[src/rtl/rhd_axil_cfg_slave.sv]
`default_nettype none
// ============================================================================
// Module      : rhd_axil_cfg_slave
// Description : AXI4-Lite register file for the RHD acquisition controller.
//               CTRL (0x0), MISO_DELAY (0x4), PKT_LEN (0x8), STATUS (0xC).
//               Drives static configuration and RUN start/stop pulses into
//               the RHD SPI sequencer and collects its status.
// Ports       : aclk/areset         - clock, synchronous active-high reset
//               s_axi_*             - AXI4-Lite responder interface
//               cfg_*               - configuration register outputs
//               start/stop_pulse    - one-cycle pulses on RUN edges
//               sts_busy/overflow   - sequencer status inputs
// Revision    : 1.0 - initial release
// ============================================================================
module rhd_axil_cfg_slave #(
    parameter int          C_ADDR_WIDTH  = 5,
    parameter logic [31:0] DELAY_RESET   = 32'h0000_0000,
    parameter logic [15:0] PKT_LEN_RESET = 16'd1
) (
    input  logic                    aclk,
    input  logic                    areset,
    input  logic [C_ADDR_WIDTH-1:0] s_axi_awaddr,
    input  logic [2:0]              s_axi_awprot,
    input  logic                    s_axi_awvalid,
    output logic                    s_axi_awready,
    input  logic [31:0]             s_axi_wdata,
    input  logic [3:0]              s_axi_wstrb,
    input  logic                    s_axi_wvalid,
    output logic                    s_axi_wready,
    output logic [1:0]              s_axi_bresp,
    output logic                    s_axi_bvalid,
    input  logic                    s_axi_bready,
    input  logic [C_ADDR_WIDTH-1:0] s_axi_araddr,
    input  logic [2:0]              s_axi_arprot,
    input  logic                    s_axi_arvalid,
    output logic                    s_axi_arready,
    output logic [31:0]             s_axi_rdata,
    output logic [1:0]              s_axi_rresp,
    output logic                    s_axi_rvalid,
    input  logic                    s_axi_rready,
    output logic                    cfg_run,
    output logic                    cfg_fast_settle,
    output logic                    cfg_dsp_en,
    output logic                    cfg_loopback,
    output logic [31:0]             cfg_miso_delay,
    output logic [15:0]             cfg_pkt_len,
    output logic                    start_pulse,
    output logic                    stop_pulse,
    input  logic                    sts_busy,
    input  logic                    sts_overflow
);

    localparam logic [1:0]  c_RESP_OKAY   = 2'b00;
    localparam logic [1:0]  c_RESP_SLVERR = 2'b10;
    localparam logic [31:0] c_CTRL_MASK   = 32'h0000_0017;

    // Write-channel holders and response
    logic        aw_held_q;
    logic [2:0]  aw_addr_q;     // {addr[4], addr[3:2]}
    logic        w_held_q;
    logic [31:0] wdata_q;
    logic [3:0]  wstrb_q;
    logic        bvalid_q;
    logic [1:0]  bresp_q;
    // Read-channel response
    logic        rvalid_q;
    logic [31:0] rdata_q;
    logic [1:0]  rresp_q;
    // Register file
    logic [31:0] ctrl_q,  ctrl_d;
    logic [31:0] delay_q, delay_d;
    logic [15:0] pkt_q,   pkt_d;
    logic        ovf_q,   ovf_d;
    logic        lockerr_q, lockerr_d;
    logic        run_prev_q, start_q, stop_q;

    logic        w_aw_hs, w_w_hs, w_ar_hs, w_b_hs, w_commit;
    logic [31:0] w_wr_old, w_merged;
    logic [1:0]  bresp_d;
    logic        w_lock_set, w_ovf_clr, w_lock_clr;
    logic [31:0] rdata_d;
    logic [1:0]  rresp_d;

    // Protection bits and the byte-lane address bits carry no meaning here
    logic w_unused_ok;
    assign w_unused_ok = &{1'b0, s_axi_awprot, s_axi_arprot,
                           s_axi_awaddr[1:0], s_axi_araddr[1:0]};

    function automatic logic [31:0] f_merge(input logic [31:0] old_v,
                                            input logic [31:0] new_v,
                                            input logic [3:0]  strb);
        logic [31:0] r;
        for (int i = 0; i < 4; i++) begin
            r[8*i +: 8] = strb[i] ? new_v[8*i +: 8] : old_v[8*i +: 8];
        end
        return r;
    endfunction

    // Ready is held low during reset so the master never sees a handshake then
    assign s_axi_awready = ~areset & ~aw_held_q & ~bvalid_q;
    assign s_axi_wready  = ~areset & ~w_held_q  & ~bvalid_q;
    assign s_axi_arready = ~areset & ~rvalid_q;

    assign w_aw_hs  = s_axi_awvalid & s_axi_awready;
    assign w_w_hs   = s_axi_wvalid  & s_axi_wready;
    assign w_ar_hs  = s_axi_arvalid & s_axi_arready;
    assign w_b_hs   = bvalid_q & s_axi_bready;
    // Holders stay set while B is pending, so gate on ~bvalid to commit once
    assign w_commit = aw_held_q & w_held_q & ~bvalid_q;

    always_comb begin
        w_wr_old = ctrl_q;
        case (aw_addr_q[1:0])
            2'd1:    w_wr_old = delay_q;
            2'd2:    w_wr_old = {16'h0000, pkt_q};
            default: w_wr_old = ctrl_q;
        endcase
    end
    assign w_merged = f_merge(w_wr_old, wdata_q, wstrb_q);

    always_comb begin
        ctrl_d     = ctrl_q;
        delay_d    = delay_q;
        pkt_d      = pkt_q;
        bresp_d    = c_RESP_OKAY;
        w_lock_set = 1'b0;
        w_ovf_clr  = 1'b0;
        w_lock_clr = 1'b0;
        if (w_commit) begin
            if (aw_addr_q[2]) begin
                bresp_d = c_RESP_SLVERR;
            end else begin
                case (aw_addr_q[1:0])
                    2'd0: ctrl_d = w_merged & c_CTRL_MASK;
                    2'd1, 2'd2: begin
                        // Timing/packet config is frozen while acquiring
                        if (ctrl_q[0]) begin
                            bresp_d    = c_RESP_SLVERR;
                            w_lock_set = 1'b1;
                        end else if (aw_addr_q[1:0] == 2'd1) begin
                            delay_d = w_merged;
                        end else begin
                            pkt_d = (w_merged[15:0] == 16'd0) ? 16'd1 : w_merged[15:0];
                        end
                    end
                    default: begin
                        w_ovf_clr  = wstrb_q[0] & wdata_q[1];
                        w_lock_clr = wstrb_q[0] & wdata_q[2];
                    end
                endcase
            end
        end
        // A set arriving with a clear wins
        ovf_d     = (ovf_q & ~w_ovf_clr) | sts_overflow;
        lockerr_d = (lockerr_q & ~w_lock_clr) | w_lock_set;
    end

    always_comb begin
        rdata_d = 32'h0;
        rresp_d = c_RESP_OKAY;
        if (s_axi_araddr[4]) begin
            rresp_d = c_RESP_SLVERR;
        end else begin
            case (s_axi_araddr[3:2])
                2'd0:    rdata_d = ctrl_q;
                2'd1:    rdata_d = delay_q;
                2'd2:    rdata_d = {16'h0000, pkt_q};
                default: rdata_d = {29'h0, lockerr_q, ovf_q, sts_busy};
            endcase
        end
    end

    always_ff @(posedge aclk) begin
        if (areset) begin
            aw_held_q  <= 1'b0;
            aw_addr_q  <= 3'd0;
            w_held_q   <= 1'b0;
            wdata_q    <= 32'h0;
            wstrb_q    <= 4'h0;
            bvalid_q   <= 1'b0;
            bresp_q    <= c_RESP_OKAY;
            rvalid_q   <= 1'b0;
            rdata_q    <= 32'h0;
            rresp_q    <= c_RESP_OKAY;
            ctrl_q     <= 32'h0;
            delay_q    <= DELAY_RESET;
            pkt_q      <= PKT_LEN_RESET;
            ovf_q      <= 1'b0;
            lockerr_q  <= 1'b0;
            run_prev_q <= 1'b0;
            start_q    <= 1'b0;
            stop_q     <= 1'b0;
        end else begin
            if (w_aw_hs) begin
                aw_held_q <= 1'b1;
                aw_addr_q <= s_axi_awaddr[4:2];
            end
            if (w_w_hs) begin
                w_held_q <= 1'b1;
                wdata_q  <= s_axi_wdata;
                wstrb_q  <= s_axi_wstrb;
            end
            if (w_commit) begin
                bvalid_q <= 1'b1;
                bresp_q  <= bresp_d;
            end else if (w_b_hs) begin
                bvalid_q  <= 1'b0;
                aw_held_q <= 1'b0;
                w_held_q  <= 1'b0;
            end
            if (w_ar_hs) begin
                rvalid_q <= 1'b1;
                rdata_q  <= rdata_d;
                rresp_q  <= rresp_d;
            end else if (rvalid_q && s_axi_rready) begin
                rvalid_q <= 1'b0;
            end
            ctrl_q     <= ctrl_d;
            delay_q    <= delay_d;
            pkt_q      <= pkt_d;
            ovf_q      <= ovf_d;
            lockerr_q  <= lockerr_d;
            // RUN edge seen one cycle after the commit that changed it
            run_prev_q <= ctrl_q[0];
            start_q    <= ctrl_q[0] & ~run_prev_q;
            stop_q     <= ~ctrl_q[0] & run_prev_q;
        end
    end

    assign s_axi_bvalid    = bvalid_q;
    assign s_axi_bresp     = bresp_q;
    assign s_axi_rvalid    = rvalid_q;
    assign s_axi_rdata     = rdata_q;
    assign s_axi_rresp     = rresp_q;
    assign cfg_run         = ctrl_q[0];
    assign cfg_fast_settle = ctrl_q[1];
    assign cfg_dsp_en      = ctrl_q[2];
    assign cfg_loopback    = ctrl_q[4];
    assign cfg_miso_delay  = delay_q;
    assign cfg_pkt_len     = pkt_q;
    assign start_pulse     = start_q;
    assign stop_pulse      = stop_q;

endmodule
`default_nettype wire

[config.mk]
export PLATFORM = sky130hd
export DESIGN_NAME = rhd_axil_cfg_slave
export DESIGN_NICKNAME = d
export VERILOG_FILES = /design/src/rtl/rhd_axil_cfg_slave.sv
export SDC_FILE = /design/constraint.sdc
export NUM_CORES = 1
export LEC_CHECK = 0
export ABC_AREA = 0
export BUFFER_PORTS_ARGS = -buffer_cell sky130_fd_sc_hd__buf_2
export CELL_PAD_IN_SITES_DETAIL_PLACEMENT = 1
export CELL_PAD_IN_SITES_GLOBAL_PLACEMENT = 1
export CORE_ASPECT_RATIO = 0.6
export CORE_UTILIZATION = 38
export CTS_CLUSTER_DIAMETER = 100
export DETAILED_ROUTE_END_ITERATION = 10
export GPL_ROUTABILITY_DRIVEN = 0
export PLACE_DENSITY = 0.81
export SLEW_MARGIN = 20
export SYNTH_ARGS = -nofsm -noshare
export SYNTH_HDL_FRONTEND = slang
export SYNTH_SLANG_ARGS = --single-unit
[constraint.sdc]
create_clock -name aclk -period 2.6 [get_ports aclk]
set_clock_uncertainty 0.15 [all_clocks]
set_input_delay 0.26 -clock aclk [delete_from_list [all_inputs] [get_ports aclk]]
set_output_delay 0.26 -clock aclk [all_outputs]
set_load 0.005 [all_outputs]
==> Word level (Yosys, flattened, before mapping) <==
Index checks and enable logic that the tools add are counted.
{ "word_totals": {"regBits": 136, "inputBits": 61, "output_inout_bits": 95, "word_cells": 101} }
{ "classes": {"n_eq_ne": 6, "mux": 32, "bitwise_logic": 30, "n_reduce_logical": 13} }
{ "ops": {"columns": ["cell", "n"], "rows": [
  ["one-hot mux 32 bit (3 select lines)", 1],
  ["one-hot mux 32 bit (2 select lines)", 1],
  ["2-to-1 mux 32 bit", 1],
  ["2-to-1 mux 8 bit", 4],
  ["2-to-1 mux 1 bit", 20],
  ["AND 1 bit", 17],
  ["zero test 16 bit", 1],
  ["2-to-1 mux 16 bit", 1],
  ["AND reduction 6 bit", 2],
  ["inverter 1 bit", 11],
  ["AND reduction 5 bit", 2],
  ["2-to-1 mux 2 bit", 4],
  ["== test 2 x 1 -> 1 bit (second input constant)", 2],
  ["== test 2 bit (second input constant)", 2],
  ["zero test 2 bit", 2],
  ["inequality test 2 bit (second input constant)", 2],
  ["nonzero test 2 bit", 2],
  ["AND reduction 3 bit", 1],
  ["OR reduction 3 bit", 1],
  ["bitwise OR 1 bit", 2],
  ["OR reduction 2 bit", 1],
  ["logical AND 1 bit", 1]
]} }

==> Depth between registers and ports, before layout <==
{ "depth": {"ltp_word": 8, "ltp_mapped": 9, "depth_no_buf": 7} }

==> Worst setup path after synthesis <==
OpenSTA, ideal clock, no wires.
{ "synth_timing": {"path_kind": "flip-flop to flip-flop", "startpoint": "register aw_addr_q[1]", "endpoint": "register pkt_q[0] (netlist: cfg_pkt_len[0])", "setup_time_ns": 0.122, "arrival_time_ns": 1.666, "required_ns": 2.328, "slack_ns": 0.662, "path_stages_with_launch": 9, "n_path_buf": 1, "synth_period_minus_slack_ns": 1.938, "cell_sequence": "dfxtp_1 -> inv_1 -> ha_1 -> buf_2 -> a22o_1 -> a221oi_1 -> nand3b_1 -> a41oi_1 -> nor3_1"} }
{ "synth_between": {"elab_chain_cells": 5, "word_cells_on_any_way": 10, "classes_between": "eq/ne (2); mux (4); bitwise (1); reduce/logical (3)"} }
{ "synth_lines": {"columns": ["item", "line", "source"], "rows": [
  ["start: declaration", "59", "logic [2:0] aw_addr_q;"],
  ["start signal: assignment", "196", "aw_addr_q <= s_axi_awaddr[4:2];"],
  ["== test 2 bit / == test 2 x 1 -> 1 bit (equally long branches)", "113, 133, 140", null],
  ["one-hot mux 32 bit (2 select lines)", "113", "case (aw_addr_q[1:0])"],
  ["2-to-1 mux 8 bit", "94", "r[8*i +: 8] = strb[i] ? new_v[8*i +: 8] : old_v[8*i +: 8];"],
  ["zero test 16 bit", "143", "pkt_d = (w_merged[15:0] == 16'd0) ? 16'd1 : w_merged[15:0];"],
  ["2-to-1 mux 16 bit", "143", null],
  ["end signal: assignment", "220", "pkt_q <= pkt_d;"],
  ["end: declaration", "72", "logic [15:0] pkt_q, pkt_d;"]
]} }
Several ways; a longest one is shown, not always the timed one. The select of a mux whose other input is x is not followed.
A chain may end at the register's enable or synchronous reset.

==> Final worst setup path <==
{ "layout_timing": {"startpoint": "register aw_addr_q[0]", "endpoint": "register pkt_q[0] (netlist: cfg_pkt_len[0])"} }
Same word-level chain as after synthesis.

==> results.json <==
{
  "initial_utilization_pct": 39.22,
  "placeableCoreArea_sq_mm": 0.01375,
  "power.sequential.fraction_pct": 42.5,
  "hold_path_class": "input port to flip-flop",
  "grt.met3_usage_pct": 7.795,
  "cts_tree": "done",
  "grt_antenna_before_repair": 1,
  "switchingPower_w": 0.001194,
  "route.detailed.wl_per_inst_um": 20.14,
  "power_per_cell_area_mw_per_mm2": 695.7,
  "grt_setup_unrepaired": "false",
  "grt_overflow": 0,
  "power_leakage_nw": 2.918,
  "path_clk_slew_ns": 0.06,
  "synthAdderAreaFrac_pct": 0.9281,
  "die_height_um": 94.28,
  "timing.critical_path.arrival_ns": 2.52,
  "ys_seq_elements": 134,
  "grt_max_degree": 79,
  "cts-resized-gates": 0,
  "setup_total_negative_slack_ns": 0,
  "first_global_vias": 5353,
  "drive_above_1_share_pct": 26.85,
  "routed_wl_um": 19940,
  "worst_setup_path_end_kind": "flip-flop",
  "timing_max_transition_violations_final": 0,
  "fmax_mhz": 426.9,
  "switching_share_of_power_pct": 23.50,
  "vias_per_cell": 5.485,
  "hold_buffers": 42,
  "pre_cts_slack_ns": 0.2964,
  "worstSetupPathType": "flip-flop to flip-flop",
  "number_of_library_cell_types_mapped_by_synthesis": 44,
  "cts_made_buffers": 17,
  "internal_power_w": 0.003888,
  "timing.final.setup_violations": 0,
  "drt_iter0_markers": 380,
  "synth.top_cells.by_area": "sky130_fd_sc_hd__dfxtp_1 50%, sky130_fd_sc_hd__nor2_1 6.6%, sky130_fd_sc_hd__a21oi_1 6.6%",
  "cts.root.buffer_cell": "sky130_fd_sc_hd__clkbuf_16",
  "worst-slew-pin-transition_ns": 0.5045,
  "post_synth.cell_area_avg_sq_um": 8.783,
  "sequential_fraction_of_the_synthesis_area_pct": 49.74,
  "design.final.nets": 850,
  "synth_xor_xnor_area_share_pct": 0,
  "netlist_instances": 614,
  "relative_contribution_of_combinational_cells_to_total_power_pct": 7.4,
  "floorplan.rows": 33,
  "area_fraction_in_compound_gates_after_synthesis_pct": 22.58,
  "synth.yosys.warnings": 0,
  "finalHoldViolations": 0,
  "worst-path-buf-inv": 2,
  "muxShareOfSynthArea_pct": 1.995,
  "area_delta_synth_final_pct": 35.48,
  "synthesis.area_sq_mm": 0.005393,
  "critical_path_start_type": "flip-flop",
  "grt_first_pass_wirelength_um": 30190,
  "place.port_buffers": 143,
  "critical_path_required_ns": 2.78,
  "design_area_sq_mm": 0.007306,
  "dr.pass1.iters": 7,
  "globalRouteTotalUtil_pct": 27.52,
  "met2_usage_pct": 40.55,
  "max-cap-violations": 0,
  "synth_simple_gate_area_share_pct": 19.42,
  "dp.final_hpwl_um": 13650,
  "boundaryPins": 156,
  "path_cells": "inv_1 -> ha_1 -> buf_4 -> a22o_1 -> a22oi_1 -> and2_1 -> a41oi_1 -> nor3_1",
  "slew_headroom_pct": 65.92,
  "remaining_drc_errors": 0,
  "post_dp_cell_area_sq_mm": 0.006264,
  "clock_latency_at_the_later_pin_of_the_worst_skew_pair_ns": 0.42,
  "ctsLongestPathBuffers": 2,
  "clock_tree.htree_level_count": 4,
  "worst_hold_margin_ns": 0.03579,
  "vias": 5430,
  "cp_slowest_stage_delay_ns": 0.36,
  "drt.antenna.violating_nets": 0,
  "numClockSinks": 134,
  "grt_busiest_layer": "met2",
  "outcome": "completed",
  "final_critical_path_setup_slack_ns": 0.2576,
  "groute.layer.met1.usage_pct": 38.71,
  "critical-path-top-delay-family": "compound AO/OA/AOI/OAI gates",
  "worst-path-max-fanout": 10,
  "yosys.area.top_type": "sky130_fd_sc_hd__dfxtp_1",
  "combinational_family_with_the_most_area_after_synthesis": "compound AO/OA/AOI/OAI gates",
  "power.clock.fraction_pct": 50.1,
  "vdd_ir_drop_max_uv": 381.4,
  "die_x_um": 155.8,
  "post_cts.repair.setup_buffers": 0,
  "timing.final.crit_period_ns": 2.342,
  "timing.critical_path.slowest_stage_cell": "sky130_fd_sc_hd__dfxtp_1",
  "yosysTopAreaCellShare_pct": 49.74,
  "die_area_sq_mm": 0.01469,
  "part_of_the_cycle_the_worst_path_needs_pct": 90.09
}
==> stage by stage <==
stage,instances,utilization (%),total power [W]
2_1_floorplan,615,-,0.002373
3_3_place_gp,916,45.55,0.002498
3_5_place_dp,916,45.55,0.002520
4_1_cts,989,53.12,0.005100
5_1_grt,990,53.14,0.005241
6_report,990,53.14,0.005083
==> power by group through the flow <==
stage | clock network, W | logic (W) | registers (W)
after global routing | 0.00267 | 0.000412 | 0.00216
after floorplan | 0 | 0.000200 | 0.00217
after global placement | 0 | 0.000302 | 0.00220
after CTS | 0.00257 | 0.000371 | 0.00216
final | 0.00255 | 0.000377 | 0.00216
after detailed placement | 0 | 0.000320 | 0.00220
==> worst paths after layout <==
check	startpoint	endpoint	slack (ns)	cells past startpoint
setup / recovery	aw_addr_q[0]	cfg_pkt_len[0]	0.26	8
setup reg to reg	aw_addr_q[0]	cfg_pkt_len[0]	0.26	8
hold reg to reg	run_prev_q	start_pulse	0.26	1
hold / removal	s_axi_araddr[4]	s_axi_rresp[1]	0.04	3
==> sequential cells by signal (all words and copies together) (netlist names), 3 cells and up <==
register        cells
cfg_miso_delay     32
s_axi_rdata        32
wdata_q            32
cfg_pkt_len        16
ctrl_q              4
wstrb_q             4
aw_addr_q           3
==> cell usage after synthesis <==
| cell | instances |
|---|---|
| sky130_fd_sc_hd__buf_2 | 14 |
| sky130_fd_sc_hd__o41ai_1 | 3 |
| sky130_fd_sc_hd__nand2_2 | 2 |
| sky130_fd_sc_hd__a31oi_1 | 1 |
| sky130_fd_sc_hd__a222oi_1 | 12 |
| sky130_fd_sc_hd__a211oi_1 | 28 |
| sky130_fd_sc_hd__nor4b_2 | 1 |
| sky130_fd_sc_hd__a221oi_1 | 1 |
| sky130_fd_sc_hd__buf_1 | 2 |
| sky130_fd_sc_hd__a21oi_1 | 71 |
| sky130_fd_sc_hd__nor4b_4 | 1 |
| sky130_fd_sc_hd__buf_4 | 7 |
| sky130_fd_sc_hd__o21ai_0 | 5 |
| sky130_fd_sc_hd__inv_1 | 3 |
| sky130_fd_sc_hd__and4b_1 | 1 |
| sky130_fd_sc_hd__and2_1 | 4 |
| sky130_fd_sc_hd__nor2_4 | 1 |
| sky130_fd_sc_hd__nor2_1 | 95 |
| sky130_fd_sc_hd__buf_6 | 4 |
| sky130_fd_sc_hd__a22oi_1 | 35 |
| sky130_fd_sc_hd__nor2b_1 | 4 |
| sky130_fd_sc_hd__conb_1 | 1 |
| sky130_fd_sc_hd__and4bb_4 | 1 |
| sky130_fd_sc_hd__nand2_4 | 1 |
| sky130_fd_sc_hd__nand3b_1 | 2 |
| sky130_fd_sc_hd__mux2i_1 | 4 |
| sky130_fd_sc_hd__o221ai_1 | 1 |
| sky130_fd_sc_hd__and4bb_2 | 1 |
| sky130_fd_sc_hd__clkbuf_1 | 26 |
| sky130_fd_sc_hd__mux4_2 | 3 |
| sky130_fd_sc_hd__o31ai_1 | 1 |
| sky130_fd_sc_hd__nand4_1 | 2 |
| sky130_fd_sc_hd__a32oi_1 | 1 |
| sky130_fd_sc_hd__dfxtp_1 | 134 |
| sky130_fd_sc_hd__nand2_1 | 94 |
| sky130_fd_sc_hd__a41oi_1 | 1 |
| sky130_fd_sc_hd__nor3_1 | 4 |
| sky130_fd_sc_hd__nand2b_1 | 2 |
| sky130_fd_sc_hd__nor3b_1 | 3 |
| sky130_fd_sc_hd__a211oi_2 | 10 |
| sky130_fd_sc_hd__or4_1 | 1 |
| sky130_fd_sc_hd__ha_1 | 4 |
| sky130_fd_sc_hd__nand3_1 | 17 |
| sky130_fd_sc_hd__a22o_1 | 5 |
==> area by class of cell <==
type,instances,area (sq um)
fill,1645,6444
sequential,134,2683
multi-input combinational,425,2431
timing repair buffer,204,1319
clock buffer,19,442.9
tap,192,240.2
clock inverter,12,176.4
inverter,3,11.26
antenna,1,2.502
==> worst register-to-register path, delay by kind of cell, from the launching register on <==
family,cells,cell delay [ns]
AND/OR/NAND/NOR,2,0.40
flip-flops,1,0.36
adder cells (fa/ha/maj),1,0.36
AO/OA/AOI/OAI,3,0.66
buffers and inverters,2,0.33
==> placed cells by master, fill, tap and decap left out, types with 5 or more instances in the layout <==
master,netlist,layout
sky130_fd_sc_hd__nand2_1,94,94
sky130_fd_sc_hd__buf_2,14,142
sky130_fd_sc_hd__nor2_1,95,95
sky130_fd_sc_hd__a211oi_2,10,10
sky130_fd_sc_hd__dlygate4sd3_1,0,42
sky130_fd_sc_hd__a211oi_1,28,28
sky130_fd_sc_hd__a222oi_1,12,12
sky130_fd_sc_hd__dfxtp_1,134,134
sky130_fd_sc_hd__nand3_1,17,17
sky130_fd_sc_hd__a22o_1,5,5
sky130_fd_sc_hd__buf_4,7,17
sky130_fd_sc_hd__o21ai_0,5,5
sky130_fd_sc_hd__a22oi_1,35,35
sky130_fd_sc_hd__clkbuf_16,0,17
sky130_fd_sc_hd__a21oi_1,71,71
==> metal layers <==
| metal | wire, um | vias up | share of wire, % |
|---|---|---|---|
| li1 | - | 2526 | - |
| met1 | 9440 | 2661 | 47 |
| met2 | 8637 | 214 | 43 |
| met3 | 1594 | 29 | 8.0 |
| met4 | 270 | 0 | 1.4 |
| met5 | 0 | - | 0 |
==> logic make-up after synthesis <==
group / count (synthesis)
other: 1
adder cells (fa/ha/maj): 4
buffers and inverters: 56
flip-flops: 134
multiplexers: 7
AO/OA/AOI/OAI: 175
AND/OR/NAND/NOR: 237
Power figures use the tool's default switching activity.
